### config.mk
export PLATFORM = sky130hd
export DESIGN_NAME = uart_tx
export DESIGN_NICKNAME = d
export VERILOG_FILES = /design/src/rtl/uart_pkg.sv /design/src/rtl/uart_baud_gen.sv /design/src/rtl/uart_tx.sv
export SDC_FILE = /design/constraint.sdc
export NUM_CORES = 1
export LEC_CHECK = 0
export CAP_MARGIN = 20
export CORE_UTILIZATION = 55
export CTS_CLUSTER_DIAMETER = 50
export DETAILED_ROUTE_END_ITERATION = 10
export PLACE_DENSITY_LB_ADDON = 0.08
export SLEW_MARGIN = 20
export SYNTH_ARGS = -nofsm -noshare
export SYNTH_HDL_FRONTEND = slang
export SYNTH_HIERARCHICAL = 1
export SYNTH_SLANG_ARGS = --single-unit
export TNS_END_PERCENT = 1
### constraint.sdc
create_clock -name clk -period 7.4 [get_ports clk]
set_input_delay 1.48 -clock clk [delete_from_list [all_inputs] [get_ports clk]]
set_output_delay 1.48 -clock clk [all_outputs]
set_load 0.02 [all_outputs]
### src/rtl/uart_pkg.sv
// uart_pkg: shared types and helpers for the UART transmitter and the future receiver.
// Latency: n/a (declarations only).
// Backpressure: n/a (declarations only).
package uart_pkg;

  typedef enum logic [2:0] {
    IDLE   = 3'd0,
    START  = 3'd1,
    DATA   = 3'd2,
    PARITY = 3'd3,
    STOP   = 3'd4
  } uart_tx_state_t;

  // Clock cycles per bit, rounded to the nearest integer.
  function automatic int uart_div(int clk_freq, int baud);
    return (clk_freq + baud / 2) / baud;
  endfunction

endpackage

### src/rtl/uart_baud_gen.sv
// uart_baud_gen: bit-period counter running 0..DIV-1, tick on the last count of each period.
// Latency: tick is combinational from the count; clear takes effect on the next edge.
// Backpressure: none; clear restarts the period from 0.
module uart_baud_gen #(
  parameter int DIV = 434
) (
  input  logic clk,
  input  logic rst_n,
  input  logic clear,
  output logic tick
);

  localparam int CW = (DIV > 1) ? $clog2(DIV) : 1;

  logic [CW-1:0] cnt_q;
  logic [CW-1:0] cnt_d;

  // Next count: wrap at the end of a period, restart on clear.
  always_comb begin
    tick  = (cnt_q == CW'(DIV - 1));
    cnt_d = cnt_q + CW'(1);
    if (clear || tick) begin
      cnt_d = '0;
    end
  end

  // Count register with synchronous reset.
  always_ff @(posedge clk) begin
    if (!rst_n) begin
      cnt_q <= '0;
    end else begin
      cnt_q <= cnt_d;
    end
  end

endmodule

### src/rtl/uart_tx.sv
// uart_tx: pops a FWFT FIFO and serializes each word LSB-first (start, data, [parity], stop).
// Latency: tx falls on the pop edge; frame = (1 + DATA_BITS + P + STOP_BITS) * DIV cycles.
// Backpressure: pops only in IDLE or on the last stop cycle; an empty FIFO leaves the line idle.
// Optional parity bit after the data bits: define UART_TX_PARITY_EN.
module uart_tx
  import uart_pkg::*;
#(
  parameter int CLK_FREQ   = 50_000_000,
  parameter int BAUD       = 115_200,
  parameter int DATA_BITS  = 8,
  parameter int STOP_BITS  = 1,
  parameter int PARITY_ODD = 0
) (
  input  logic                 clk,
  input  logic                 rst_n,
  input  logic [DATA_BITS-1:0] fifo_dout,
  input  logic                 fifo_empty,
  output logic                 fifo_rd_en,
  output logic                 tx,
  output logic                 busy
);

  localparam int DIV = uart_div(CLK_FREQ, BAUD);
  localparam int BW  = $clog2(DATA_BITS);

  // Elaboration-time parameter checks.
  if (DIV < 2) begin : g_bad_div
    $error("uart_tx: bit period DIV must be at least 2 clock cycles");
  end
  if (DATA_BITS < 5 || DATA_BITS > 8) begin : g_bad_data_bits
    $error("uart_tx: DATA_BITS must be 5..8");
  end
  if (STOP_BITS < 1 || STOP_BITS > 2) begin : g_bad_stop_bits
    $error("uart_tx: STOP_BITS must be 1 or 2");
  end
  if (PARITY_ODD != 0 && PARITY_ODD != 1) begin : g_bad_parity
    $error("uart_tx: PARITY_ODD must be 0 or 1");
  end

  uart_tx_state_t       state_q, state_d;
  logic [DATA_BITS-1:0] shift_q, shift_d;
  logic [BW-1:0]        bit_idx_q, bit_idx_d;
  logic                 stop_idx_q, stop_idx_d;
  logic                 tx_q, tx_d;
  logic                 pop;
  logic                 clear;
  logic                 tick;
`ifdef UART_TX_PARITY_EN
  logic                 par_q, par_d;
`endif

  // Period restarts on every state change; held at 0 while idle.
  assign clear = (state_d != state_q) || (state_q == IDLE);

  uart_baud_gen #(
    .DIV (DIV)
  ) u_baud (
    .clk   (clk),
    .rst_n (rst_n),
    .clear (clear),
    .tick  (tick)
  );

  // Next-state, shift and pop decision; tx is derived from the next state so it is registered.
  always_comb begin
    state_d    = state_q;
    shift_d    = shift_q;
    bit_idx_d  = bit_idx_q;
    stop_idx_d = stop_idx_q;
    pop        = 1'b0;
    tx_d       = 1'b1;
`ifdef UART_TX_PARITY_EN
    par_d      = par_q;
`endif
    case (state_q)
      IDLE: begin
        if (!fifo_empty) begin
          pop = 1'b1;
        end
      end
      START: begin
        if (tick) begin
          state_d   = DATA;
          bit_idx_d = '0;
        end
      end
      DATA: begin
        if (tick) begin
          shift_d = shift_q >> 1;
          if (bit_idx_q == BW'(DATA_BITS - 1)) begin
`ifdef UART_TX_PARITY_EN
            state_d    = PARITY;
`else
            state_d    = STOP;
            stop_idx_d = 1'b0;
`endif
          end else begin
            bit_idx_d = bit_idx_q + BW'(1);
          end
        end
      end
`ifdef UART_TX_PARITY_EN
      PARITY: begin
        if (tick) begin
          state_d    = STOP;
          stop_idx_d = 1'b0;
        end
      end
`endif
      STOP: begin
        if (tick) begin
          if (stop_idx_q == 1'(STOP_BITS - 1)) begin
            // Last stop cycle: chain straight into the next frame if a word is waiting.
            if (!fifo_empty) begin
              pop = 1'b1;
            end else begin
              state_d = IDLE;
            end
          end else begin
            stop_idx_d = stop_idx_q + 1'b1;
          end
        end
      end
      default: begin
        state_d = IDLE;
      end
    endcase

    // The word is captured on the same edge the FIFO advances.
    if (pop) begin
      state_d = START;
      shift_d = fifo_dout;
`ifdef UART_TX_PARITY_EN
      par_d   = (^fifo_dout) ^ 1'(PARITY_ODD);
`endif
    end

    case (state_d)
      START:   tx_d = 1'b0;
      DATA:    tx_d = shift_d[0];
`ifdef UART_TX_PARITY_EN
      PARITY:  tx_d = par_d;
`endif
      default: tx_d = 1'b1;
    endcase
  end

  // State and datapath registers; reset returns the line to idle high and drops any word in flight.
  always_ff @(posedge clk) begin
    if (!rst_n) begin
      state_q    <= IDLE;
      shift_q    <= '0;
      bit_idx_q  <= '0;
      stop_idx_q <= 1'b0;
      tx_q       <= 1'b1;
`ifdef UART_TX_PARITY_EN
      par_q      <= 1'b0;
`endif
    end else begin
      state_q    <= state_d;
      shift_q    <= shift_d;
      bit_idx_q  <= bit_idx_d;
      stop_idx_q <= stop_idx_d;
      tx_q       <= tx_d;
`ifdef UART_TX_PARITY_EN
      par_q      <= par_d;
`endif
    end
  end

  assign fifo_rd_en = pop && rst_n;
  assign tx         = tx_q;
  assign busy       = (state_q != IDLE);

endmodule
# Word level (Yosys, flattened, before mapping)
# Cells that the tools add are included.
[totals]
mem_bits_ro = 0
wordCells = 62
ff_bits = 25
ramBits = 0
n_memories = 0
latchBits = 0
[classes]
mux = 25
bitwise = 1
n_eq_ne = 13
n_mul = 0
div_mod_pow = 0
addsub = 3
n_lt_le_gt_ge = 0
shift = 0
n_reduce_logical = 13
[ops]
columns = ["operator", "n"]
rows = [
  ["3-bit 2-to-1 mux", 10],
  ["8-bit 2-to-1 mux", 3],
  ["3-bit one-hot mux with 4 select lines", 1],
  ["2-bit != test, second input constant", 5],
  ["9-bit by 1-bit adder with 9-bit output, second input constant", 1],
  ["9-bit == test, second input constant", 1],
  ["4-bit AND reduction", 2],
  ["2-bit nonzero test", 4],
  ["1-bit 2-to-1 mux", 7],
  ["3-bit by 1-bit == test with 1-bit output, second input constant", 2],
  ["3-bit by 2-bit == test with 1-bit output, second input constant", 2],
  ["3-bit == test, second input constant", 2],
  ["1-bit one-hot mux with 2 select lines", 3],
  ["3-bit one-hot mux with 2 select lines", 1],
  ["3-bit by 1-bit adder with 3-bit output, second input constant", 1],
  ["3-bit zero test", 1],
  ["3-bit != test", 1],
  ["3-bit nonzero test", 1],
  ["1-bit logical OR", 2],
  ["2-bit AND reduction", 1],
  ["2-bit OR reduction", 1],
  ["1-bit adder, second input constant", 1],
  ["1-bit logical AND", 1],
  ["1-bit inverter", 1],
]

# Longest topological paths before layout
[logic_depth]
ltp_word = 9
depth_mapped = 10
ltp_nobuf = 10

# By module
# The synthesis kept the hierarchy.
[by_module_without_submodules]
columns = ["mod", "seq_area_each_um2", "instances", "area_each_um2", "cells_per_inst"]
rows = [
  ["uart_tx", 300.3, 1, 845.8, 86],
  ["uart_baud_gen", 180.2, 1, 449.2, 49],
]

# Worst setup path before layout
# No wires, ideal clock.
[synth_timing]
kind = "input to output"
start = "input port fifo_empty"
end = "output port fifo_rd_en"
t_required_ns = 5.920
setup_slack_ns = 3.685
arrival_ns = 2.235
path_stages = 2
path_cell_list = "nor4_4 -> and2_1"
[synth_via]
elab_chain_cells = 5
[synth_rtl]
columns = ["element", "line_no", "text"]
rows = [
  ["start: declaration", "uart_tx.sv:17", "input logic fifo_empty,"],
  ["1-bit 2-to-1 mux *", "uart_tx.sv:77, uart_tx.sv:114", ""],
  ["1-bit 2-to-1 mux", "uart_tx.sv:112", "if (stop_idx_q == 1'(STOP_BITS - 1)) begin"],
  ["1-bit 2-to-1 mux", "uart_tx.sv:111", "if (tick) begin"],
  ["1-bit one-hot mux with 2 select lines *", "uart_tx.sv:75", "case (state_q)"],
  ["1-bit logical AND *", "uart_tx.sv:171", "assign fifo_rd_en = pop && rst_n;"],
  ["end: declaration", "uart_tx.sv:18", "output logic fifo_rd_en,"],
]
# Mark *: on every way between the ends. The rest lies on a longest branch, timed or not.

# Worst setup path after layout
# Ends and elaborated chain as after synthesis.

==> impl_metrics.json <==
{
  "outcome": "finished, final reports clean",
  "drt_first_pass_iters": 4,
  "design.core.area_mm2": 0.00221,
  "critPathKind": "input pin to primary output",
  "start_util_pct": 58.5,
  "hold_path_class": "register to register",
  "remaining_drc_errors": 0,
  "cts_tree": "built",
  "worst_pin_slew_ns": 0.869,
  "ys_top_cells_by_area": "dfxtp_1 (37%), mux2_2 (5.2%), o311a_1 (4.6%), ha_1 (3.9%), o21bai_1 (3.5%)",
  "timing.slew.headroom_pct": 41.6,
  "route.vias.total": 1033,
  "synth_cell_type_count": 46,
  "layout.nets": 162,
  "wirelength_mm": 2.23,
  "area_delta_synth_final_pct": 12.5,
  "period_needed_ns": 4.82,
  "die_w_um": 50.5,
  "avgSynthCellArea_um2": 9.59,
  "critPathLaunchType": "input pin",
  "fillers": 197,
  "grt_usage_pct": 19.0,
  "whs_ns": 0.488,
  "netlist.top_cell.by_area": "dfxtp_1",
  "power.static_leakage_nw": 0.499,
  "antenna_found_initial": 0,
  "wl_met3_um": 37,
  "synthTopCellsByCount": "dfxtp_1 (24), nand2_1 (11), mux2_2 (6), o21bai_1 (6), o311a_1 (6)",
  "dr_wl_met2_mm": 1.05,
  "cts_max_path_buffers": 2,
  "yosysWarnings": 6,
  "utilization_pct": 65.8,
  "fin_setup_tns_ns": 0,
  "ant_nets": 0,
  "grt_max_degree": 26,
  "netlist_area_mm2": 0.00129,
  "r2r-start": "u_baud/cnt_q[2]$_SDFF_PP0_",
  "path_clk_slew_ns": 0.12,
  "wl_per_cell_um": 12.9,
  "synth-seq-cells": 24,
  "setup_viol": 0,
  "cp_data_arrival_time_ns": 3.34,
  "wl_met1_mm": 1.10,
  "clock-root-buffer": "clkbuf_4",
  "clock_latency_ns": 0.31,
  "required_ns": 5.92,
  "dpl_cell_area_mm2": 0.00143,
  "htreeDepth": 1,
  "die_area_mm2": 0.00255,
  "synth_edf_count": 0,
  "via_per_inst": 5.97,
  "critPathCaptureType": "primary output",
  "rsz0062_at_grt": "no",
  "rows": 17,
  "max_freq_mhz": 207,
  "grt_pass1_vias": 886,
  "slew_violations": 0,
  "final_area_mm2": 0.00146,
  "postCtsSetupBuffers": 0,
  "power.density_mw_per_mm2": 155,
  "grt_pass1_wl_mm": 3.69,
  "synth_most_common_cell": "dfxtp_1",
  "overflow": 0,
  "ys.flop_type": "dfxtp_1",
  "synth_top_area_share_pct": 37.1,
  "hp-start": "bit_idx_q[2]$_SDFFE_PN0P_",
  "antenna_cells": 0,
  "drt_iter0_drc": 17,
  "fin_worst_skew_ns": 0.00433,
  "ir_drop_uv": 112,
  "die_h_um": 50.5,
  "ys_seq_area_share_pct": 37.1,
  "period_share_pct": 65.2,
  "finalHoldViolations": 0,
  "critPathMaxFanout": 10,
  "ctsHoldBuffers": 0,
  "dpl.hpwl_mm": 1.60,
  "maxUsedRoutingLayer": "met4",
  "post_cts_resized": 0,
  "synthCells": 135,
  "place.gp.congestion": 0.820,
  "crit_start": "fifo_empty",
  "cap_viol_max_count": 0,
  "pin_count": 14,
  "syn_nets": 150,
  "cts_buffers": 3,
  "clock_sinks": 24,
  "drive_gt1_share_pct": 10.3,
  "io_buffers": 13,
  "async_flop_share_pct": 0
}
==> final timing paths <==
check | depth (start not counted) | to | slack, ns
worst max-delay path | 4 | fifo_rd_en | 2.58
worst min-delay path | 2 | bit_idx_q[2]$_SDFFE_PN0P_ | 0.49
worst max register to register | 6 | shift_q[5]$_SDFFE_PN0P_ | 4.44
worst min register to register | 2 | bit_idx_q[2]$_SDFFE_PN0P_ | 0.49
==> metal layers <==
metal / global-route usage, % / vias to the layer above
met5: 0 / -
met4: 9.72 / 0
met3: 2.73 / 4
met2: 30.9 / 7
met1: 24.4 / 487
li1: - / 535
==> layout by cell type, fill, tap and decap left out, types with 4 or more instances in the layout <==
master           netlist  final
o21bai_1               6      6
dfxtp_1               24     24
ha_1                   4      4
o311a_1                6      6
mux2_2                 6      6
nor2b_1                5      5
clkdlybuf4s50_1        0     13
nand2_1               11     11
inv_1                  5      5
nor2_1                 5      5
==> sequential cells by signal, indices dropped and copies added, names as in the netlist <==
register	cells
state_q	3
bit_idx_q	3
shift_q	8
u_baud/cnt_q	9
tx	1
==> metrics by stage <==
stage	total power, mW	cells	worst slack, ns
floorplan	0.162	135	3.68
global placement	0.172	170	2.61
detailed placement	0.173	170	2.56
CTS	0.227	173	2.56
global route	0.236	173	2.31
finish	0.226	173	2.58
==> cell type report <==
type                            instances  area, um2  share of cell area [%]
Tap cell                               28       35.0                    2.41
Sequential cell                        24        480                    33.0
Clock buffer                            3       22.5                    1.55
Inverter                                5       18.8                    1.29
Multi-Input combinational cell        100        769                    52.8
Timing Repair Buffer                   13        130                    8.93
==> power breakdown <==
group / switching [mW] / internal, mW / leakage, nW
combinational: 0.0124 / 0.0187 / 0.289
clock: 0.0371 / 0.0190 / 0.0138
sequential: 0.00467 / 0.134 / 0.196
==> worst max-delay path: stages <==
cell,delay [ns]
clkdlybuf4s50_1,0.49
nor4_4,0.57
and2_1,0.20
clkdlybuf4s50_1,0.60
==> logic make-up (layout without fill, tap and decap cells) <==
group / Yosys count / in the layout / synth area share (%)
AND/OR/NAND/NOR: 48 / 48 / 23.2
flip-flops: 24 / 24 / 37.1
XOR/XNOR: 3 / 3 / 2.03
AO/OA/AOI/OAI: 39 / 39 / 25.1
adder cells (fa/ha/maj): 4 / 4 / 3.86
multiplexers: 6 / 6 / 5.22
buffers and inverters: 11 / 21 / 3.48
No activity file was read; power rests on OpenSTA's default activity.
